===== src/rtl/lfsr_pkg.sv =====
// Shared definitions for the LFSR pseudo-random engine: controller state
// encoding, shift-mode encoding and the default 8-bit tap constants.
package lfsr_pkg;

    typedef enum logic [2:0] {
        ST_IDLE  = 3'd0,
        ST_READY = 3'd1,
        ST_AUTO  = 3'd2,
        ST_BURST = 3'd3,
        ST_ERR   = 3'd4
    } state_e;

    typedef enum logic {
        MODE_FIB = 1'b0,
        MODE_GAL = 1'b1
    } mode_e;

    // Kept 32 bits wide so any legal WIDTH can take a truncated copy.
    localparam logic [31:0] DEF_TAPS  = 32'h0000_00B8;
    localparam logic [31:0] DEF_GTAPS = 32'h0000_001D;

endpackage


===== src/rtl/lfsr_prn_engine_tick_gen.sv =====
// tick_gen: free-running period divider for the auto-run mode.
// Ports:
//   clk    - system clock
//   rst_n  - asynchronous active-low reset
//   en_i   - count enable
//   clr_i  - synchronous clear to zero (wins over en_i)
//   tick_o - one-cycle pulse on the COUNT-th enabled cycle after a clear
module tick_gen
    import lfsr_pkg::*;
#(
    parameter int unsigned COUNT = 500_000
) (
    input  logic clk,
    input  logic rst_n,
    input  logic en_i,
    input  logic clr_i,
    output logic tick_o
);

    localparam int unsigned CW = (COUNT > 2) ? $clog2(COUNT) : 1;
    localparam logic [CW-1:0] LAST = CW'(COUNT - 1);

    logic [CW-1:0] cnt_q, cnt_d;

    assign tick_o = en_i && (cnt_q == LAST);

    always_comb begin
        cnt_d = cnt_q;
        if (clr_i) begin
            cnt_d = '0;
        end else if (en_i) begin
            cnt_d = tick_o ? '0 : cnt_q + CW'(1);
        end
    end

    always_ff @(posedge clk or negedge rst_n) begin
        if (!rst_n) begin
            cnt_q <= '0;
        end else begin
            cnt_q <= cnt_d;
        end
    end

endmodule


===== src/rtl/lfsr_prn_engine.sv =====
// lfsr_prn_engine: seeded LFSR pseudo-random generator with manual step,
// periodic auto-run and fixed-length burst advance, Fibonacci or Galois form.
// Ports:
//   clk          - system clock, all state changes on the rising edge
//   reset        - asynchronous active-low reset
//   seed         - seed value, taken on seed_load
//   seed_load    - pulse: load seed (and galois mode); highest priority
//   step         - pulse: one manual advance (READY only)
//   auto_en      - level: periodic advance every COUNT cycles
//   burst_start  - pulse: start burst of burst_len advances (READY only)
//   burst_len    - burst advance count, taken on burst_start
//   galois       - shift form, taken on seed_load (0 Fibonacci, 1 Galois)
//   prn          - current value (registered)
//   prn_valid    - pulse in the cycle prn takes a new value
//   busy         - high while bursting
//   error        - high while in the error state
//   period_wrap  - pulse with prn_valid when an advance returns to the seed
//
// state | meaning
// IDLE  | after reset, waiting for a nonzero seed
// READY | seeded, waiting for step / burst / auto
// AUTO  | advancing once every COUNT cycles while auto_en is high
// BURST | advancing every cycle until burst_len advances are done
// ERR   | zero seed or LFSR collapsed to zero; only a nonzero seed exits
module lfsr_prn_engine
    import lfsr_pkg::*;
#(
    parameter int unsigned          WIDTH   = 8,
    parameter logic [WIDTH-1:0]     TAPS    = WIDTH'(DEF_TAPS),
    parameter logic [WIDTH-1:0]     GTAPS   = WIDTH'(DEF_GTAPS),
    parameter int unsigned          COUNT   = 500_000,
    parameter int unsigned          BURST_W = 8
) (
    input  logic               clk,
    input  logic               reset,
    input  logic [WIDTH-1:0]   seed,
    input  logic               seed_load,
    input  logic               step,
    input  logic               auto_en,
    input  logic               burst_start,
    input  logic [BURST_W-1:0] burst_len,
    input  logic               galois,
    output logic [WIDTH-1:0]   prn,
    output logic               prn_valid,
    output logic               busy,
    output logic               error,
    output logic               period_wrap
);

    state_e               state_q, state_d;
    mode_e                mode_q, mode_d;
    logic [WIDTH-1:0]     prn_q, prn_d;
    logic [WIDTH-1:0]     seed_q, seed_d;
    logic [BURST_W-1:0]   burst_cnt_q, burst_cnt_d;
    logic                 prn_valid_q, prn_valid_d;
    logic                 wrap_q, wrap_d;
    logic [WIDTH-1:0]     fib_next, gal_next, adv_val;
    logic                 adv;
    logic                 tick_en, tick;

    assign fib_next = {prn_q[WIDTH-2:0], ^(prn_q & TAPS)};
    assign gal_next = {prn_q[WIDTH-2:0], 1'b0} ^ ({WIDTH{prn_q[WIDTH-1]}} & GTAPS);
    assign adv_val  = (mode_q == MODE_GAL) ? gal_next : fib_next;

    // The divider only runs while auto-run will actually stay in AUTO, so
    // leaving AUTO (auto_en low or a reload) clears it on the same edge.
    assign tick_en = (state_q == ST_AUTO) && auto_en && !seed_load;

    tick_gen #(.COUNT(COUNT)) u_tick_gen (
        .clk    (clk),
        .rst_n  (reset),
        .en_i   (tick_en),
        .clr_i  (!tick_en),
        .tick_o (tick)
    );

    always_comb begin
        state_d     = state_q;
        mode_d      = mode_q;
        prn_d       = prn_q;
        seed_d      = seed_q;
        burst_cnt_d = burst_cnt_q;
        prn_valid_d = 1'b0;
        wrap_d      = 1'b0;
        adv         = 1'b0;

        if (seed_load) begin
            seed_d      = seed;
            mode_d      = mode_e'(galois);
            burst_cnt_d = '0;
            if (seed == '0) begin
                prn_d   = '0;
                state_d = ST_ERR;
            end else begin
                prn_d       = seed;
                prn_valid_d = 1'b1;
                state_d     = ST_READY;
            end
        end else begin
            unique case (state_q)
                ST_READY: begin
                    if (step) begin
                        adv = 1'b1;
                    end else if (burst_start && (burst_len != '0)) begin
                        state_d     = ST_BURST;
                        burst_cnt_d = burst_len;
                    end else if (auto_en) begin
                        state_d = ST_AUTO;
                    end
                end
                ST_AUTO: begin
                    if (!auto_en) begin
                        state_d = ST_READY;
                    end else if (tick) begin
                        adv = 1'b1;
                    end
                end
                ST_BURST: begin
                    adv         = 1'b1;
                    burst_cnt_d = burst_cnt_q - BURST_W'(1);
                    if (burst_cnt_q == BURST_W'(1)) begin
                        state_d = ST_READY;
                    end
                end
                default: begin
                end
            endcase

            if (adv) begin
                if (adv_val == '0) begin
                    prn_d       = '0;
                    state_d     = ST_ERR;
                    burst_cnt_d = '0;
                end else begin
                    prn_d       = adv_val;
                    prn_valid_d = 1'b1;
                    wrap_d      = (adv_val == seed_q);
                end
            end
        end
    end

    always_ff @(posedge clk or negedge reset) begin
        if (!reset) begin
            state_q     <= ST_IDLE;
            mode_q      <= MODE_FIB;
            prn_q       <= '0;
            seed_q      <= '0;
            burst_cnt_q <= '0;
            prn_valid_q <= 1'b0;
            wrap_q      <= 1'b0;
        end else begin
            state_q     <= state_d;
            mode_q      <= mode_d;
            prn_q       <= prn_d;
            seed_q      <= seed_d;
            burst_cnt_q <= burst_cnt_d;
            prn_valid_q <= prn_valid_d;
            wrap_q      <= wrap_d;
        end
    end

    assign prn         = prn_q;
    assign prn_valid   = prn_valid_q;
    assign period_wrap = wrap_q;
    assign busy        = (state_q == ST_BURST);
    assign error       = (state_q == ST_ERR);

endmodule


===== config.mk =====
export PLATFORM = sky130hd
export DESIGN_NAME = lfsr_prn_engine
export DESIGN_NICKNAME = d
export VERILOG_FILES = /design/src/rtl/lfsr_pkg.sv /design/src/rtl/lfsr_prn_engine_tick_gen.sv /design/src/rtl/lfsr_prn_engine.sv
export SDC_FILE = /design/constraint.sdc
export NUM_CORES = 1
export LEC_CHECK = 0
export CAP_MARGIN = 5
export CORE_MARGIN = 3
export CORE_UTILIZATION = 30
export CTS_CLUSTER_SIZE = 10
export DETAILED_ROUTE_END_ITERATION = 16
export PLACE_DENSITY = 0.6
export SLEW_MARGIN = 30
export SYNTH_ARGS = -nofsm -noshare
export SYNTH_HDL_FRONTEND = slang
export SYNTH_SLANG_ARGS = --single-unit
export TNS_END_PERCENT = 100

===== constraint.sdc =====
create_clock -name clk -period 2.57 [get_ports clk]
set_input_delay 0.771 -clock clk [delete_from_list [all_inputs] [get_ports clk]]
set_output_delay 0.771 -clock clk [all_outputs]
set_load 0.005 [all_outputs]

==> results.toml, run 1 <==
[synth]
netlist_instances = 291
synth_mux_area_frac = 0.0427
synth_ff_type = "dfrtp_1"
synth_top_family_by_area = "simple AND/OR/NAND/NOR gates"
avgSynthCellArea_um2 = 9.45
synth_area_leaders = "dfrtp_1, nor2_1, xnor2_1"
synthAdderAreaFrac = 0.0136
synth_area_mm2 = 0.00275
yosysWarnings = 0
async_flop_share = 1.00
synth_top_cell_by_area = "dfrtp_1"
ys_seq_area_frac = 0.446
ys_types = 54
synth_compound_area_frac = 0.131
synth_edf_count = 0
ys_ff_latch = 49
synth-simple-area-share = 0.236
synth_nets = 317
synth-xor-area-share = 0.101
yosysTopAreaCellShare = 0.446

[hold_path]
hold_class = "input pin to async pin"

[critical_path]
endpoint = "busy"
r2r_slack_ns = 0.40
cp-startpoint = "state_q[2]"
r2r-start = "u_tick_gen.cnt_q[11]"
r2r_cells = 6
critPathArrivalTime_ns = 1.70
worstPathMaxFanout = 7
crit_type = "flip-flop to primary output"
crit_path_end_kind = "primary output"
r2r_end = "prn[6]"
critPathLaunchType = "flip-flop"
cp_data_required_time_ns = 1.80

[cts]
numCtsBuffers = 5
cts_tree = "built"
hold_buffers = 0
worstSkewPairLatency_ns = 0.30
htreeDepth = 2
clock_path_buffers = 2
cts.sinks = 49
clk_pin_slew_worst_paths_ns = 0.09
root_buffer = "clkbuf_8"

[global_route]
grt_pass1_vias = 2227
grt_overflow = 0
grt_max_degree = 31
track_usage = 0.128
grt_pass1_wl_um = 10700
antenna_found_initial = 0

[floorplanning]
die_area_mm2 = 0.0104
core_mm2 = 0.00881
die-height_um = 102
ios = 35
initial_utilization = 0.312
rows = 34
die_w_um = 102

[route]
vias = 2197
initialDrtViolationCount = 65
wl_met2_um = 2960
dr.pass1.iters = 4
ant_nets = 0
via_per_inst = 4.96
routed-wl-met3_um = 176
wl_per_cell_um = 14.2
drcViolationCount = 0
wirelength_met1_um = 3120
dr.max_layer_used = "met4"
wl_um = 6310

[finish]
diodes = 0
synthToLayoutAreaGrowth_pct = 22.3
fin_cells = 443
nets = 360
fillers = 891
layout-drive-gt1-share = 0.0896
final_core_util = 0.382

[timing]
slew_headroom = 0.631
setup_ws_ns = 0.102
min_period_over_period = 0.960
tns_ns = 0
setup_viol = 0
final-max-slew-violation-count = 0
rsz0062_at_grt = "no"
finalHoldViolations = 0
fmax_ghz = 0.405
period_minus_slack_ns = 2.47
holdWs_ns = 0.434
tightest_slew_ns = 0.552
worst_clock_skew_ns = 0.00900

[place]
place_ws_ns = 0.0455
dp_hpwl_um = 4700
io_buffer_count = 34
place.gp.congestion = 0.824
dp_cells = 435

[job]
max_cap_viol_count = 0

[power]
power.density_mw_per_mm2 = 505
ir_worst_vdd_mv = 0.194
p_leak_nw = 1.34

[run_status]
status = "finished clean"
==> cell type report <==
| type | count | area, µm² | area share |
|---|---|---|---|
| clock buffers | 8 | 80.1 | 0.0238 |
| inverters | 11 | 41.3 | 0.0123 |
| multi-input cells | 221 | 1440 | 0.429 |
| flip-flops and latches | 49 | 1230 | 0.364 |
| well taps | 108 | 135 | 0.0402 |
| repair buffers | 46 | 438 | 0.130 |
==> worst min path at each step <==
stage / end / slack, ns / cells after the start / start
2_1_floorplan: u_tick_gen.cnt_q[0] / 0.45 / 1 / u_tick_gen.cnt_q[0]
5_1_grt: u_tick_gen.cnt_q[10] / 0.47 / 1 / reset
3_5_place_dp: u_tick_gen.cnt_q[0] / 0.47 / 1 / u_tick_gen.cnt_q[0]
4_1_cts: u_tick_gen.cnt_q[11] / 0.45 / 1 / reset
6_report: u_tick_gen.cnt_q[11] / 0.43 / 1 / reset
3_3_place_gp: u_tick_gen.cnt_q[0] / 0.47 / 1 / u_tick_gen.cnt_q[0]
==> where the power goes <==
part / switching, mW / internal, mW / total [mW]
clock: 0.243 / 0.194 / 0.437
sequential: 0.0671 / 0.815 / 0.882
combinational: 0.175 / 0.203 / 0.379
total: 0.485 / 1.21 / 1.70
==> repair_timing <==
action | in CTS | in global routing
setup endpoints to repair | 1 | 0
endpoints found under the hold margin | 0 | 0
buffers inserted | 0 | 0
gates resized for setup | 1 | 0
==> metal layers <==
metal,vias up,GRT usage
li1,1113,-
met4,0,0.0327
met2,30,0.199
met1,1049,0.184
met5,-,0
met3,5,0.0241
==> logic make-up (layout without fill, tap and decap cells) <==
group                      count (synthesis)  in the layout
muxes                                     11             11
DFF                                       49             49
buffers and inverters                     21             65
and+or+nand+nor                          124            124
xor gates and xnor gates                  30             30
adders and majority gates                  3              3
AOI/OAI and AO/OA                         53             53
==> critical path: stages, from the launching register on <==
cell	delay, ns
dfrtp_1	0.44
nor2b_2	0.27
and2_1	0.19
clkdlybuf4s50_1	0.51
==> cell usage after synthesis (5+ instances only) <==
library cell / instances
o221ai_1: 6
inv_1: 11
nor2b_1: 7
mux2i_1: 5
nand3_1: 10
nand2_1: 22
clkbuf_1: 7
nor3_1: 5
dfrtp_1: 49
nor2_1: 42
a21oi_1: 14
xor2_1: 12
o21ai_1: 5
and3_1: 7
mux2_2: 5
nor4_1: 6
o21ai_0: 10
xnor2_1: 17
==> cells in the final DEF (no fill, tap or decap), types with 2 or more instances in the layout <==
cell type,count
a41oi_1,2
o221ai_1,6
ha_1,3
and3_1,7
nand4_1,3
buf_4,11
nor3_1,5
nor4_1,6
mux2_2,5
or4_1,3
nor2b_1,6
dfrtp_1,49
and2_1,3
nand2_1,22
nor2_1,42
a21oi_1,14
xnor2_1,17
nand2b_1,2
o21ai_0,10
nand3_1,10
xor2_1,12
nor3b_1,3
mux2i_1,5
clkbuf_1,3
o21ai_1,5
and4_1,4
clkbuf_8,5
inv_1,11
clkdlybuf4s50_1,33
==> flip-flops by register name, indices dropped and copies added (netlist names) <==
| name | cells |
|---|---|
| mode_q | 1 |
| prn_valid | 1 |
| seed_q | 8 |
| u_tick_gen.cnt_q | 19 |
| prn | 8 |
| period_wrap | 1 |
| state_q | 3 |
| burst_cnt_q | 8 |
==> metrics by stage <==
step | instance area (µm²) | power [mW]
6_report | 3360 | 1.70
5_1_grt | 3360 | 1.80
4_1_cts | 3360 | 1.72
3_3_place_gp | 3280 | 1.27
3_5_place_dp | 3280 | 1.28
2_1_floorplan | 2750 | 1.11
No activity file was read; power rests on OpenSTA's default activity.
==> run 2: changes to the inputs <==
Settings changed: ABC_CLOCK_PERIOD_IN_PS from default to 2570, CAP_MARGIN 5 to default, REMOVE_ABC_BUFFERS from default to 1.
==> run 2 against run 1 <==
Sequential share of layout area barely moved. Design area barely moved. Register-to-register slack barely moved. Worst hold slack got worse by 0.014 ns. First-iteration DRC count rose by 92%. Fmax rose by 2.7%. Total power rose by 1.1%. Critical endpoint unchanged. Largest power group unchanged.
==> results.toml, run 2 (synthesized netlist as in run 1, its figures left out) <==
[run_status]
status = "finished clean"

[timing]
setup_ws_ns = 0.166
slew_headroom = 0.612
finalHoldViolations = 0
worst_clock_skew_ns = 0.0132
tightest_slew_ns = 0.577
period_minus_slack_ns = 2.40
min_period_over_period = 0.936
rsz0062_at_grt = "no"
holdWs_ns = 0.421
fmax_ghz = 0.416
setup_viol = 0
final-max-slew-violation-count = 0
tns_ns = 0

[critical_path]
critPathArrivalTime_ns = 1.63
crit_path_end_kind = "primary output"
r2r_end = "burst_cnt_q[7]"
crit_type = "flip-flop to primary output"
worstPathMaxFanout = 7
r2r_cells = 5
cp_data_required_time_ns = 1.80
critPathLaunchType = "flip-flop"
r2r_slack_ns = 0.40
r2r-start = "burst_cnt_q[2]"

[cts]
ctsResizeCount = 0
cts_setup_buffers = 0
hold_buffers = 0
worstSkewPairLatency_ns = 0.31
htreeDepth = 2
numCtsBuffers = 5
cts_tree = "built"
clock_path_buffers = 2
cts.sinks = 49
root_buffer = "clkbuf_8"
clk_pin_slew_worst_paths_ns = 0.09

[route]
initialDrtViolationCount = 125
wl_per_cell_um = 14.1
drcViolationCount = 0
wl_um = 6200
via_per_inst = 5.09
vias = 2243
dr.pass1.iters = 4
ant_nets = 0

[power]
ir_worst_vdd_mv = 0.229
clkPwrFrac = 0.265
p_int_mw = 1.21
swShare = 0.296
netSwitchingPower_mw = 0.508
p_leak_nw = 1.34
seqPwrFrac = 0.513
p_comb_frac = 0.223
p_total_mw = 1.72
power.density_mw_per_mm2 = 510

[global_route]
antenna_found_initial = 0
grt_pass1_vias = 2260
grt_pass1_wl_um = 10900
grt_max_degree = 50
track_usage = 0.131
grt_overflow = 0

[finish]
diodes = 0
final_cell_mix = "dfrtp_1, nor2_1, clkdlybuf4s50_1, nand2_1, xnor2_1"
synthToLayoutAreaGrowth_pct = 22.3
layout-drive-gt1-share = 0.0901
final_core_util = 0.382
largest_reg_flops = 19
fin_cells = 441
final_common_cell = "dfrtp_1"
fin_area_mm2 = 0.00337
nets = 358
top_register = "u_tick_gen.cnt_q"

[hold_path]
hold_class = "input pin to async pin"

[floorplanning]
initial_utilization = 0.312
die-height_um = 102
ios = 35
die_w_um = 102
core_mm2 = 0.00881
die_area_mm2 = 0.0104
rows = 34

[place]
place.gp.congestion = 0.864
dp_hpwl_um = 4650
dp_cells = 433
place_ws_ns = -0.0372
io_buffer_count = 34
placed_area_mm2 = 0.00328

[job]
max_cap_viol_count = 0
==> run 2: changes by cell type in the layout (fill, tap and decap cells not counted) <==
cell        change
clkbuf_1        -3
clkinvlp_4      +1
buf_12          +1
nor2b_2         -1
buf_4           -3
clkinv_2        +2
nor2b_1         +1
==> run 2: layout make-up <==
class / instances / area, µm²
clock buffer: 5 / 68.8
clock inverter: 3 / 17.5
fill: 883 / 5440
inverter: 11 / 41.3
multi-input combinational: 221 / 1440
sequential: 49 / 1230
tap: 108 / 135
timing repair buffer: 44 / 435
==> run 2: per-layer routing <==
layer,share of wire,GRT usage
met1,0.47,0.190
met2,0.47,0.199
met3,0.050,0.0255
met4,0.0098,0.0327
met5,0,0
==> run 2: worst max-delay path, cell delays in order, from the launching register on <==
cell and delay (ns):
dfrtp_1 0.45, nor2b_1 0.18, and2_1 0.16, clkdlybuf4s50_1 0.54
==> run 2: worst max path at each step <==
stage | endpoint | cells after the start | slack (ns) | startpoint
floorplan | prn[0] | 5 | 0.60 | u_tick_gen.cnt_q[11]
global placement | burst_cnt_q[1] | 6 | 0.006 | burst_len[4]
detailed placement | burst_cnt_q[1] | 6 | -0.04 | burst_len[4]
CTS | busy | 3 | 0.16 | state_q[0]
global route | busy | 3 | 0.04 | state_q[0]
finish | busy | 3 | 0.17 | state_q[0]
==> run 2: power by group through the flow <==
stage	Sequential [mW]	Combinational (mW)	Clock, mW
2_1_floorplan	0.882	0.215	0
3_3_place_gp	0.896	0.378	0
3_5_place_dp	0.896	0.383	0
4_1_cts	0.881	0.385	0.470
5_1_grt	0.892	0.427	0.504
6_report	0.880	0.382	0.455
==> run 3: changes to the inputs <==
Settings changed: ABC_CLOCK_PERIOD_IN_PS 2570 to default.
==> results of run 3 <==
Final layout, timing and power as in run 2 (identical DEF).
